--- src/rtl/instr_fetch_unit_pkg.sv ---
// Shared fetch-stage types and constants for the rv32i core.
// Memory geometry and the entry bundle buffered toward decode.
package instr_fetch_unit_pkg;

  localparam int ADDR_WIDTH = 32;
  localparam int DATA_WIDTH = 32;

  localparam logic [ADDR_WIDTH-1:0] INSTR_MEM_SIZE = 32'h0000_0080;
  localparam logic [ADDR_WIDTH-1:0] INSTR_BYTES = 32'd4;
  localparam logic [ADDR_WIDTH-1:0] DEFAULT_RESET_PC = 32'h0000_0000;

  typedef struct packed {
    logic [ADDR_WIDTH-1:0] pc;
    logic [DATA_WIDTH-1:0] instr;
    logic fault;
  } fetch_entry_t;

  function automatic logic bad_fetch(
    input logic [ADDR_WIDTH-1:0] addr
  );
    return (addr[1:0] != 2'b00) ||
           (addr > INSTR_MEM_SIZE - INSTR_BYTES);
  endfunction

endpackage

--- src/rtl/instr_fetch_unit_if.sv ---
// Fetch-to-decode valid/ready channel.
// The fetch side is master, decode is slave.
interface instr_fetch_unit_if;
  import instr_fetch_unit_pkg::*;

  logic if_valid;
  logic id_ready;
  logic [DATA_WIDTH-1:0] if_instr;
  logic [ADDR_WIDTH-1:0] if_pc;
  logic if_fault;

  modport master (
    output if_valid,
    output if_instr,
    output if_pc,
    output if_fault,
    input  id_ready
  );

  modport slave (
    input  if_valid,
    input  if_instr,
    input  if_pc,
    input  if_fault,
    output id_ready
  );

endinterface

--- src/rtl/instr_fetch_unit_fetch_fifo.sv ---
// Small sync FIFO of fetch entries with flush.
// Extra count bit separates full from empty.
module fetch_fifo
  import instr_fetch_unit_pkg::*;
#(
  parameter int DEPTH = 2
) (
  input  logic         clk,
  input  logic         rst_n,
  input  logic         push,
  input  logic         pop,
  input  logic         flush,
  input  fetch_entry_t din,
  output fetch_entry_t head,
  output logic         full,
  output logic         empty
);

  localparam int PW = $clog2(DEPTH);
  localparam logic [PW:0] FULL_CNT = DEPTH[PW:0];

  fetch_entry_t mem [DEPTH];
  logic [PW-1:0] wr_ptr;
  logic [PW-1:0] rd_ptr;
  logic [PW:0]   count;
  logic          do_push;
  logic          do_pop;

  assign full    = (count == FULL_CNT);
  assign empty   = (count == '0);
  assign do_pop  = pop && !empty;
  assign do_push = push && (!full || do_pop);
  assign head    = mem[rd_ptr];

  always_ff @(posedge clk or negedge rst_n) begin
    if (!rst_n) begin
      wr_ptr <= '0;
      rd_ptr <= '0;
      count  <= '0;
      for (int i = 0; i < DEPTH; i++) begin
        mem[i] <= '0;
      end
    end else if (flush) begin
      wr_ptr <= '0;
      rd_ptr <= '0;
      count  <= '0;
    end else begin
      if (do_push) begin
        mem[wr_ptr] <= din;
        wr_ptr      <= wr_ptr + 1'b1;
      end
      if (do_pop) begin
        rd_ptr <= rd_ptr + 1'b1;
      end
      unique case ({do_push, do_pop})
        2'b10:   count <= count + 1'b1;
        2'b01:   count <= count - 1'b1;
        default: ;
      endcase
    end
  end

endmodule

--- src/rtl/instr_fetch_unit.sv ---
// rv32i fetch stage: PC, fault detection, redirect
// handling and a fetch buffer feeding decode.
module instr_fetch_unit
  import instr_fetch_unit_pkg::*;
#(
  parameter logic [ADDR_WIDTH-1:0] RESET_PC = DEFAULT_RESET_PC,
  parameter int FIFO_DEPTH = 2
) (
  input  logic                  clk,
  input  logic                  rst_n,
  output logic [ADDR_WIDTH-1:0] imem_addr,
  input  logic [DATA_WIDTH-1:0] imem_instr,
  input  logic                  redirect_valid,
  input  logic [ADDR_WIDTH-1:0] redirect_pc,
  instr_fetch_unit_if.master    dec
);

  logic [ADDR_WIDTH-1:0] pc;
  logic [ADDR_WIDTH-1:0] pc_next;
  logic                  halted;
  logic                  halted_next;
  logic                  fault_now;
  logic                  push;
  logic                  pop;
  logic                  full;
  logic                  empty;
  fetch_entry_t          entry;
  fetch_entry_t          head;

  assign imem_addr = pc;
  assign fault_now = bad_fetch(pc);

  // Redirect wins: the head shown this cycle is dropped, not consumed.
  assign pop  = !empty && dec.id_ready && !redirect_valid;
  assign push = !redirect_valid && !halted && (!full || pop);

  assign entry.pc    = pc;
  assign entry.instr = fault_now ? '0 : imem_instr;
  assign entry.fault = fault_now;

  fetch_fifo #(
    .DEPTH (FIFO_DEPTH)
  ) u_fifo (
    .clk   (clk),
    .rst_n (rst_n),
    .push  (push),
    .pop   (pop),
    .flush (redirect_valid),
    .din   (entry),
    .head  (head),
    .full  (full),
    .empty (empty)
  );

  assign dec.if_valid = !empty;
  assign dec.if_instr = head.instr;
  assign dec.if_pc    = head.pc;
  assign dec.if_fault = head.fault;

  always_comb begin
    pc_next     = pc;
    halted_next = halted;
    unique case (1'b1)
      redirect_valid: begin
        pc_next     = redirect_pc;
        halted_next = 1'b0;
      end
      push && fault_now:  halted_next = 1'b1;
      push && !fault_now: pc_next = pc + INSTR_BYTES;
      default: ;
    endcase
  end

  always_ff @(posedge clk or negedge rst_n) begin
    if (!rst_n) begin
      pc     <= RESET_PC;
      halted <= 1'b0;
    end else begin
      pc     <= pc_next;
      halted <= halted_next;
    end
  end

endmodule
--- src/flat_wrapper.sv ---
// flat-port wrapper written by rule: the top's interface ports become plain ports
module instr_fetch_unit_flat import instr_fetch_unit_pkg::*;
#(
  parameter logic [ADDR_WIDTH-1:0] RESET_PC = DEFAULT_RESET_PC,
  parameter int FIFO_DEPTH = 2
)
  (clk, rst_n, imem_addr, imem_instr, redirect_valid, redirect_pc, dec_if_valid, dec_if_instr, dec_if_pc, dec_if_fault, dec_id_ready);
  instr_fetch_unit_if dec_i ();
  input  logic clk;
  input  logic rst_n;
  output logic [ADDR_WIDTH-1:0] imem_addr;
  input  logic [DATA_WIDTH-1:0] imem_instr;
  input  logic redirect_valid;
  input  logic [ADDR_WIDTH-1:0] redirect_pc;
  output wire logic [$bits(dec_i.if_valid)-1:0] dec_if_valid;
  output wire logic [$bits(dec_i.if_instr)-1:0] dec_if_instr;
  output wire logic [$bits(dec_i.if_pc)-1:0] dec_if_pc;
  output wire logic [$bits(dec_i.if_fault)-1:0] dec_if_fault;
  input wire logic [$bits(dec_i.id_ready)-1:0] dec_id_ready;
  assign dec_if_valid = dec_i.if_valid;
  assign dec_if_instr = dec_i.if_instr;
  assign dec_if_pc = dec_i.if_pc;
  assign dec_if_fault = dec_i.if_fault;
  assign dec_i.id_ready = dec_id_ready;
  instr_fetch_unit #(.RESET_PC(RESET_PC), .FIFO_DEPTH(FIFO_DEPTH)) u_core (.clk(clk), .rst_n(rst_n), .imem_addr(imem_addr), .imem_instr(imem_instr), .redirect_valid(redirect_valid), .redirect_pc(redirect_pc), .dec(dec_i));
endmodule
--- config.mk ---
export PLATFORM = sky130hd
export DESIGN_NAME = instr_fetch_unit_flat
export DESIGN_NICKNAME = d
export VERILOG_FILES = /design/src/rtl/instr_fetch_unit_pkg.sv /design/src/rtl/instr_fetch_unit_if.sv /design/src/rtl/instr_fetch_unit_fetch_fifo.sv /design/src/rtl/instr_fetch_unit.sv /design/src/flat_wrapper.sv
export SDC_FILE = /design/constraint.sdc
export NUM_CORES = 1
export LEC_CHECK = 0
export CAP_MARGIN = 10
export CORE_UTILIZATION = 56
export DETAILED_ROUTE_END_ITERATION = 12
export GPL_ROUTABILITY_DRIVEN = 0
export PLACE_DENSITY = 0.87
export SYNTH_ARGS = -nofsm -noshare
export SYNTH_HDL_FRONTEND = slang
export SYNTH_HIERARCHICAL = 1
export SYNTH_SLANG_ARGS = --single-unit
--- constraint.sdc ---
create_clock -name clk -period 6.9 [get_ports clk]
set_input_delay 1.035 -clock clk [delete_from_list [all_inputs] [get_ports clk]]
set_output_delay 1.035 -clock clk [all_outputs]
set_load 0.01 [all_outputs]
==> results of run 1 <==
kinds of logic (layout without fill, tap and decap cells):
group                      Yosys count  count (layout)  synth area share (%)
and+or+nand+nor                     75              75                  6.71
xor gates and xnor gates             1               1                 0.110
DFF                                167             167                  52.3
adders and majority gates            1               1                 0.156
AOI/OAI and AO/OA                   24              24                  2.25
muxes                              221             221                  32.9
buffers and inverters               73             210                  5.57
per-stage QoR:
stage | area [µm²] | power [mW] | worst slack, ns
4_1_cts | 10100 | 2.70 | 2.89
2_1_floorplan | 8000 | 1.50 | 3.93
6_report | 10100 | 2.68 | 3.17
5_1_grt | 10100 | 2.80 | 3.08
3_5_place_dp | 9500 | 1.75 | 2.54
3_3_place_gp | 9500 | 1.72 | 2.72
layout make-up:
class | count | area (µm²)
well taps | 180 | 225
flip-flops and latches | 167 | 4180
repair buffers | 171 | 1700
clock buffers | 22 | 464
multi-input cells | 322 | 3380
clock inverters | 9 | 125
inverters | 8 | 30.0
fillers | 911 | 3780
cells in the final DEF (no fill, tap or decap), drive strengths merged, types with 2 or more instances in the layout:
cell type / netlist / layout
a2111oi: 2 / 2
a211oi: 2 / 2
a21oi: 5 / 5
and2: 2 / 2
and3: 34 / 34
buf: 50 / 8
bufinv: 0 / 3
clkbuf: 15 / 22
clkdlybuf4s50: 0 / 163
clkinv: 0 / 4
clkinvlp: 0 / 2
dfrtp: 167 / 167
inv: 8 / 8
mux2: 221 / 221
nand2: 4 / 4
nand2b: 3 / 3
nand3: 3 / 3
nand4: 2 / 2
nor2: 6 / 6
nor2b: 4 / 4
nor3: 3 / 3
nor4: 8 / 8
o21ai: 3 / 3
or4: 2 / 2
per-layer routing:
| metal | vias up | global-route usage, % | share of wire [%] |
|---|---|---|---|
| li1 | 2244 | - | - |
| met1 | 2529 | 30.6 | 41 |
| met2 | 148 | 44.0 | 53 |
| met3 | 39 | 5.22 | 3.7 |
| met4 | 0 | 11.7 | 2.7 |
| met5 | - | 0 | 0 |
final timing paths:
check / start / end / slack [ns]
max: dec_id_ready / u_core/u_fifo/mem[1] / 3.17
min: u_core/u_fifo/mem[88] / u_core/u_fifo/mem[88] / 0.50
max reg2reg: u_core/u_fifo/count[0] / u_core/u_fifo/mem[1] / 3.60
min reg2reg: u_core/u_fifo/mem[88] / u_core/u_fifo/mem[88] / 0.50
max in group asynchronous: rst_n / u_core/u_fifo/rd_ptr / 4.73
min in group asynchronous: rst_n / u_core/u_fifo/mem[69] / 0.74
power groups by stage:
stage                     combinational, mW  clock [mW]  sequential (mW)
after floorplan                       0.302           0             1.19
after global placement                0.500           0             1.21
after detailed placement              0.517           0             1.23
after CTS                             0.522       0.966             1.22
after global routing                  0.551        1.01             1.23
final                                 0.516       0.952             1.22
state kept, by name, indices dropped and copies added (netlist names):
name,count
u_core/u_fifo/count,2
u_core/u_fifo/mem,130
u_core/imem_addr,32
u_core/u_fifo/wr_ptr,1
u_core/u_fifo/rd_ptr,1
u_core/halted,1
==> summary.md, run 1 <==
| Metric | Value |
|---|---|
| Async SR Flop Fraction | `100%` |
| P_leak | `4.64 nW` |
| RSZ-0062 raised after global routing | `no` |
| Yosys warns | `6` |
| First-pass GRT wire length | `28,500 µm` |
| Residual DRC | `0` |
| CP max-delay cell | `nor3_2` |
| Hold-fix buffers at CTS | `0` |
| Post-Route WL | `17,900 µm` |
| EDFF count, synth | `0` |
| Fin cells | `879` |
| Sequential Power Share | `45.3%` |
| Worst r2r path cells | `8` |
| Synth top area cells | `dfrtp_1, mux2_2, mux2_4, buf_4, and3_1` |
| Largest net degree at the start of global routing | `104` |
| Syn Std Cell Area | `8000 µm²` |
| Initial drt markers | `255` |
| Least-Margin Pin Slew | `1.18 ns` |
| Final ANT Viol Nets | `0` |
| Vias | `4,960` |
| List of most frequent post-synthesis cells | `mux2_2, dfrtp_1, mux2_4` |
| Total stage count of the critical path | `8` |
| Critical path peak fanout | `37` |
| Root Buffer | `clkbuf_16` |
| Hold Path Class | `flip-flop to flip-flop` |
| Slew HR | `21.3%` |
| Post_cts resized | `0` |
| GRT Total Usage | `25.5%` |
| PwrDens | `266 nW/µm²` |
| Die H | `122 µm` |
| Worst hold stages | `1` |
| Total grt overflow | `0` |
| # diodes | `0` |
| Longest Clk Path Bufs | `2` |
| Post-Syn Nets | `631` |
| Synth Area per Inst | `14.2 µm²` |
| Top Family by Delay on Critical Path | `simple AND/OR/NAND/NOR gates` |
| CP required | `7.20 ns` |
| Sequential area share after synthesis | `52.3%` |
| Final setup viols | `0` |
| Starting Density | `57.6%` |
| Period utilisation layout | `54.0%` |
| Worst clock skew | `0.00991 ns` |
| Post-layout minimum cycle time | `3.73 ns` |
| DRT Pass-1 Iters | `4` |
| Final nets | `756` |
| Clock network fraction of design power | `35.5%` |
| Worst setup path category | `primary input to flip-flop` |
| Post-synthesis cell type count | `45` |
| Clk_lat worst skew | `0.42 ns` |
| Dominant cell type by area after synthesis | `dfrtp_1` |
| Hold Vio Cnt, Final | `0` |
| Psw | `652 µW` |
| Logic pwr share | `19.2%` |
| Layout area overhead | `26.3%` |
| Setup crit end kind | `flip-flop` |
| Vias in the first global route | `5,597` |
| Crit path cell chain | `clkdlybuf4s50_1 > nand2b_1 > a21oi_1 > and2_1 > nand2_1 > nor3_2 > buf_4 > mux2_2` |
| DIE WIDTH | `122 µm` |
| Post-placement cell count | `847` |
| CORE AREA | `13,900 µm²` |
| Post-CTS setup buffer count | `0` |
| Top flip-flop cell by instance count after synthesis | `dfrtp_1` |
| Net Sw Frac | `24.3%` |
| Fmax | `0.268 GHz` |
| Antenna violations before repair | `0` |
| Final core occ | `72.8%` |
| Setup TNS | `0 ns` |
| DP Wirelength | `11,400 µm` |
| Share of layout cells above drive strength 1 | `38.6%` |
| Avg WL per Cell | `20.3 µm` |
| Num Clock Sinks | `167` |
| Cell count after synthesis | `562` |
| Vias per cell | `5.64` |
| IO Port Bufs | `165` |
| Status | `finished, final reports clean` |
| TritonCTS Buffers | `17` |
| Ports | `166` |
| CP max stage delay | `0.69 ns` |
| Final Slew Violations | `0` |
| Count of state elements after synthesis | `167` |
| Buffers plus inverters on the worst setup path | `2` |
| Worst VDD drop | `0.184 mV` |
| CTS tree | `yes` |
| Hold slack | `0.504 ns` |
| Die ar. | `14,800 µm²` |
| Max H-tree Level | `4` |
| Post-synth top area share | `52.3%` |
| Worst path arrival time | `4.03 ns` |
| Critical path launch point type | `primary input` |
| Cell Int Power | `2.03 mW` |
| Max-cap violations | `0` |
| Row count | `43` |
| Clock-pin slew on the worst setup and hold paths | `0.06 ns` |
| Top-count cell post-synth | `mux2_2` |
No activity file was read; power rests on OpenSTA's default activity.
==> inputs of run 2 (changes only) <==
--- a/config.mk
+++ b/config.mk
@@ -6,10 +6,10 @@
 export NUM_CORES = 1
 export LEC_CHECK = 0
 export CAP_MARGIN = 10
-export CORE_UTILIZATION = 56
+export CORE_UTILIZATION = 47
 export DETAILED_ROUTE_END_ITERATION = 12
 export GPL_ROUTABILITY_DRIVEN = 0
-export PLACE_DENSITY = 0.87
+export PLACE_DENSITY = 0.78
 export SYNTH_ARGS = -nofsm -noshare
 export SYNTH_HDL_FRONTEND = slang
 export SYNTH_HIERARCHICAL = 1
==> constraint.sdc (replaced) <==
create_clock -name clk -period 3.3 [get_ports clk]
set_input_delay 0.495 -clock clk [delete_from_list [all_inputs] [get_ports clk]]
set_output_delay 0.495 -clock clk [all_outputs]
set_load 0.01 [all_outputs]
==> run 2 against run 1 <==
Net effect:
- final area grew 2.2%
- via count grew 0.30%
- worst setup slack lost 2.5 ns
- cell count grew 5.3%
- sequential power grew 110%
- sequential share of layout area shrank 0.88 points
- largest cell class unchanged
- global-route usage shrank 4.6 points
- non-clock buffer count grew 7
- wire length shrank 2.2%
- register-to-register slack lost 3.0 ns
- sequential cell count is the same
==> summary.md, run 2 (same netlist as run 1, synthesis figures left out) <==
| Metric | Value |
|---|---|
| Status | `finished, final reports clean` |
| Share of layout cells above drive strength 1 | `39.7%` |
| Sequential cell area | `4180 µm²` |
| Worst r2r path cells | `7` |
| Fmax | `0.374 GHz` |
| Max reg flops | `130` |
| DP Wirelength | `11,500 µm` |
| Die ar. | `17,500 µm²` |
| Worst VDD drop | `0.391 mV` |
| Final Slew Violations | `0` |
| Hold Vio Cnt, Final | `0` |
| Final setup viols | `0` |
| CTS tree | `yes` |
| Worst setup path category | `flip-flop to flip-flop` |
| PwrDens | `559 nW/µm²` |
| Period utilisation layout | `81.0%` |
| R2R setup slack | `0.63 ns` |
| Layout area overhead | `29.0%` |
| Root Buffer | `clkbuf_16` |
| GRT Total Usage | `20.9%` |
| CP required | `3.61 ns` |
| Post-Route WL | `17,500 µm` |
| Antenna violations before repair | `0` |
| Critical path peak fanout | `21` |
| Least-Margin Pin Slew | `0.739 ns` |
| Slew HR | `50.7%` |
| IO Port Bufs | `165` |
| Clock-pin slew on the worst setup and hold paths | `0.06 ns` |
| Most frequent cell on the critical path | `nor2_1` |
| Critical path launch point type | `flip-flop` |
| Post-layout minimum cycle time | `2.67 ns` |
| Reg with most FFs | `u_core/u_fifo/mem` |
| RR Startpoint | `u_core/u_fifo/count[0]` |
| Ports | `166` |
| Worst clock skew | `0.00987 ns` |
| Met3 Usage GRT | `4.64%` |
| DIE WIDTH | `132 µm` |
| Total grt overflow | `0` |
| DRT Pass-1 Iters | `4` |
| Vias | `4,975` |
| Commonest cells after routing, fill and taps aside | `mux2_2, dfrtp_1, clkdlybuf4s50_1` |
| Grt met2 use | `35.1%` |
| Residual DRC | `0` |
| Initial drt markers | `275` |
| # diodes | `0` |
| Row count | `47` |
| Commonest non-fill, non-tap cell in the layout | `mux2_2` |
| Vias per cell | `5.37` |
| Hold Path Class | `primary input to async pin` |
| Clk_lat worst skew | `0.43 ns` |
| Die H | `132 µm` |
| Met1 Use GR | `26.4%` |
| Avg WL per Cell | `18.9 µm` |
| CP max stage delay | `0.47 ns` |
| CORE AREA | `16,600 µm²` |
| Fill count | `1,257` |
| Longest Clk Path Bufs | `2` |
| Place WS | `0.285 ns` |
| Crit path cell chain | `nor2_1 > nand2b_1 > nor2_1 > nor3b_1 > or4b_4 > buf_4 > mux2_4` |
| Vias in the first global route | `5,337` |
| TritonCTS Buffers | `17` |
| Post_cts resized | `0` |
| R2R Path End | `u_core/u_fifo/mem[77]` |
| Max H-tree Level | `4` |
| P_leak | `4.71 nW` |
| Max-cap violations | `0` |
| Final nets | `763` |
| Worst path arrival time | `2.98 ns` |
| Setup TNS | `0 ns` |
| Final ANT Viol Nets | `0` |
| Num Clock Sinks | `167` |
| Hold-fix buffers at CTS | `0` |
| Starting Density | `48.2%` |
| Post-CTS setup buffer count | `0` |
| Final worst slack | `0.626 ns` |
| Setup crit end kind | `flip-flop` |
| Largest net degree at the start of global routing | `80` |
| RSZ-0062 raised after global routing | `no` |
| Layer with the highest usage | `met2` |
| CP max-delay cell | `or4b_4` |
| Area of the multi-input gates | `3380 µm²` |
| Hold slack | `0.0898 ns` |
| First-pass GRT wire length | `28,600 µm` |
-- run 2: area by class of cell --
type | count | share of cell area, %
Inverter | 8 | 0.291
Clock inverter | 10 | 1.62
Clock buffer | 21 | 4.66
Tap cell | 220 | 2.67
Multi-Input combinational cell | 322 | 32.7
Timing Repair Buffer | 178 | 17.5
Sequential cell | 167 | 40.5
-- run 2: worst max path at each step --
stage	start	end	slack (ns)	cells past startpoint
after floorplan	redirect_valid	u_core/u_fifo/mem[108]	0.87	8
after global placement	dec_id_ready	u_core/u_fifo/mem[78]	0.35	7
after detailed placement	dec_id_ready	u_core/u_fifo/mem[66]	0.29	7
after CTS	u_core/u_fifo/count[0]	u_core/u_fifo/mem[84]	0.62	7
after global routing	u_core/u_fifo/count[1]	u_core/u_fifo/mem[84]	0.43	7
final	u_core/u_fifo/count[0]	u_core/u_fifo/mem[77]	0.63	7
-- run 2: stage by stage --
stage	std cells	util (%)	cell area (µm²)	total power, mW
2_1_floorplan	562	-	8000	3.13
3_3_place_gp	895	58.3	9670	3.61
3_5_place_dp	895	58.3	9670	3.65
4_1_cts	926	62.2	10300	5.83
5_1_grt	926	62.2	10300	6.01
6_report	926	62.2	10300	5.77
-- run 2: power breakdown --
part,switching (mW),internal (mW)
combinational,0.373,0.705
sequential,0.203,2.33
clock,0.810,1.35
-- run 2: worst max-delay path: cells and delay by family, from the launching register on --
family,cells,cell delay (ns)
buf+inv,1,0.28
flops,1,0.43
mux,1,0.31
simple gates,5,1.52
-- run 2: metal layers --
| layer | up-vias | wire length, µm |
|---|---|---|
| li1 | 2263 | - |
| met2 | 136 | 8690 |
| met4 | 0 | 346 |
| met1 | 2548 | 7700 |
| met3 | 28 | 747 |
| met5 | - | 0 |
==> inputs of run 3 (changes only) <==
==> constraint.sdc (replaced) <==
create_clock -name clk -period 2.3 [get_ports clk]
set_input_delay 0.345 -clock clk [delete_from_list [all_inputs] [get_ports clk]]
set_output_delay 0.345 -clock clk [all_outputs]
set_load 0.01 [all_outputs]
==> run 3 against run 2 <==
Net effect:
- global-route usage increased by 1.5 points
- non-clock buffer count grew 28
- wire length up 9.5%
- combinational power up 40%
- clock-buffer cell count grew 1
- sequential power rose by 44%
- critical endpoint is now dec_if_pc[2]
- highest routed layer unchanged
==> summary.md, run 3 (same netlist as run 1, synthesis figures left out) <==
| Metric | Value |
|---|---|
| Final ANT Viol Nets | `0` |
| Max reg flops | `130` |
| Slew HR | `48.6%` |
| Largest net degree at the start of global routing | `60` |
| CP max-delay cell | `clkdlybuf4s50_1` |
| Share of layout cells above drive strength 1 | `41.8%` |
| RSZ-0062 raised after global routing | `no` |
| Worst path arrival time | `1.89 ns` |
| Hold Path Class | `primary input to flip-flop` |
| Top Family by Delay on Critical Path | `buffers and inverters` |
| Max H-tree Level | `4` |
| # diodes | `0` |
| Status | `finished, final reports clean` |
| Fmax | `0.447 GHz` |
| DRT Pass-1 Iters | `4` |
| Least-Margin Pin Slew | `0.752 ns` |
| Row count | `47` |
| Num Clock Sinks | `167` |
| Worst VDD drop | `0.531 mV` |
| Critical path peak fanout | `12` |
| Final Cell Area | `10,700 µm²` |
| Root Buffer | `clkbuf_16` |
| Residual DRC | `0` |
| DP Wirelength | `12,000 µm` |
| Vias | `5,105` |
| TritonCTS Buffers | `17` |
| First-pass GRT wire length | `30,200 µm` |
| Clock-pin slew on the worst setup and hold paths | `0.06 ns` |
| Commonest non-fill, non-tap cell in the layout | `mux2_2` |
| CTS tree | `yes` |
| Max-cap violations | `0` |
| Tot Pwr | `8.12 mW` |
| Hold Vio Cnt, Final | `0` |
| Setup crit end kind | `primary output` |
| Vias per cell | `5.35` |
| Worst setup path category | `flip-flop to primary output` |
| Final core occ | `64.4%` |
| CORE AREA | `16,600 µm²` |
| P_leak | `5.19 nW` |
| Ports | `166` |
| Longest Clk Path Bufs | `2` |
| Die ar. | `17,500 µm²` |
| Period utilisation layout | `97.3%` |
| Post-Route WL | `19,100 µm` |
| Hold slack | `0.284 ns` |
| IO Port Bufs | `165` |
| DIE WIDTH | `132 µm` |
| Antenna violations before repair | `0` |
| Avg WL per Cell | `20.1 µm` |
| Worst clock skew | `0.00628 ns` |
| Final setup viols | `0` |
| Cell Area, Placed | `9810 µm²` |
| Layout area overhead | `33.5%` |
| Buffers plus inverters on the worst setup path | `3` |
| Clk_lat worst skew | `0.42 ns` |
| Total grt overflow | `0` |
| Crit path cell chain | `buf_4 > buf_8 > mux2_2 > clkdlybuf4s50_1` |
| CP max stage delay | `0.48 ns` |
| Starting Density | `48.2%` |
| CP required | `1.96 ns` |
| Post-layout minimum cycle time | `2.24 ns` |
| Reg with most FFs | `u_core/u_fifo/mem` |
| Final nets | `791` |
| PwrDens | `760 nW/µm²` |
| Critical path launch point type | `flip-flop` |
| Initial drt markers | `239` |
| GRT Total Usage | `22.4%` |
| Die H | `132 µm` |
| Final Slew Violations | `0` |
| Commonest cells after routing, fill and taps aside | `mux2_2, dfrtp_1, clkdlybuf4s50_1` |
| Vias in the first global route | `5,575` |
-- run 3: layer usage --
layer | wire length, µm | GRT usage [%] | up-vias
met5 | 0 | 0 | -
met4 | 467 | 9.45 | 0
met3 | 837 | 4.71 | 32
met2 | 9570 | 38.0 | 147
met1 | 8270 | 27.8 | 2610
li1 | - | - | 2316
-- run 3: worst reg2reg max path: stages (launching register included) --
cell       delay (ns)
dfrtp_2          0.40
nor2_1           0.07
nand2b_4         0.15
a21oi_2          0.14
and2_4           0.17
or4b_4           0.62
clkbuf_16        0.25
mux2_4           0.30
-- run 3: repair_timing --
item,in CTS,in global routing
resized for setup,57,15
hold buffers,1,0
pin swaps,0,1
hold endpoints to repair,44,0
setup endpoints to repair,53,142
cloned,3,5
setup buffers,4,1
-- run 3: path summary, 6_finish.rpt --
path,startpoint,to,slack [ns],cells after the start
max,u_core/u_fifo/rd_ptr,dec_if_pc[2],0.06,4
min,redirect_valid,u_core/imem_addr[6],0.28,2
max reg2reg,u_core/u_fifo/count[1],u_core/u_fifo/mem[112],0.10,7
min reg2reg,u_core/u_fifo/mem[38],u_core/u_fifo/mem[38],0.50,1
max in group asynchronous,rst_n,u_core/u_fifo/mem[92],1.13,3
min in group asynchronous,rst_n,u_core/u_fifo/mem[9],0.40,2
-- run 3: cell type report --
cell class | count | area [µm²]
tap | 220 | 275
clock buffer | 22 | 454
sequential | 167 | 4180
inverter | 8 | 30.0
multi-input combinational | 322 | 3400
fill | 1251 | 5900
clock inverter | 9 | 150
timing repair buffer | 206 | 2190
-- run 3: where the power goes --
part           internal (mW)  leakage [nW]  total [mW]  switching (mW)
registers               3.35          2.13        3.64           0.290
clock network           1.84         0.290        2.97            1.13
logic                  0.959          2.77        1.51           0.550
total                   6.14          5.19        8.12            1.97
-- run 3: metrics by stage --
stage / TNS [ns] / setup slack, ns / std cells
after global routing: 0 / 0.00544 / 954
after detailed placement: -21.00 / -0.223 / 909
after CTS: 0 / 0.00402 / 948
after global placement: -23.17 / -0.223 / 909
after floorplan: 0 / 0.0158 / 562
final: 0 / 0.0619 / 954
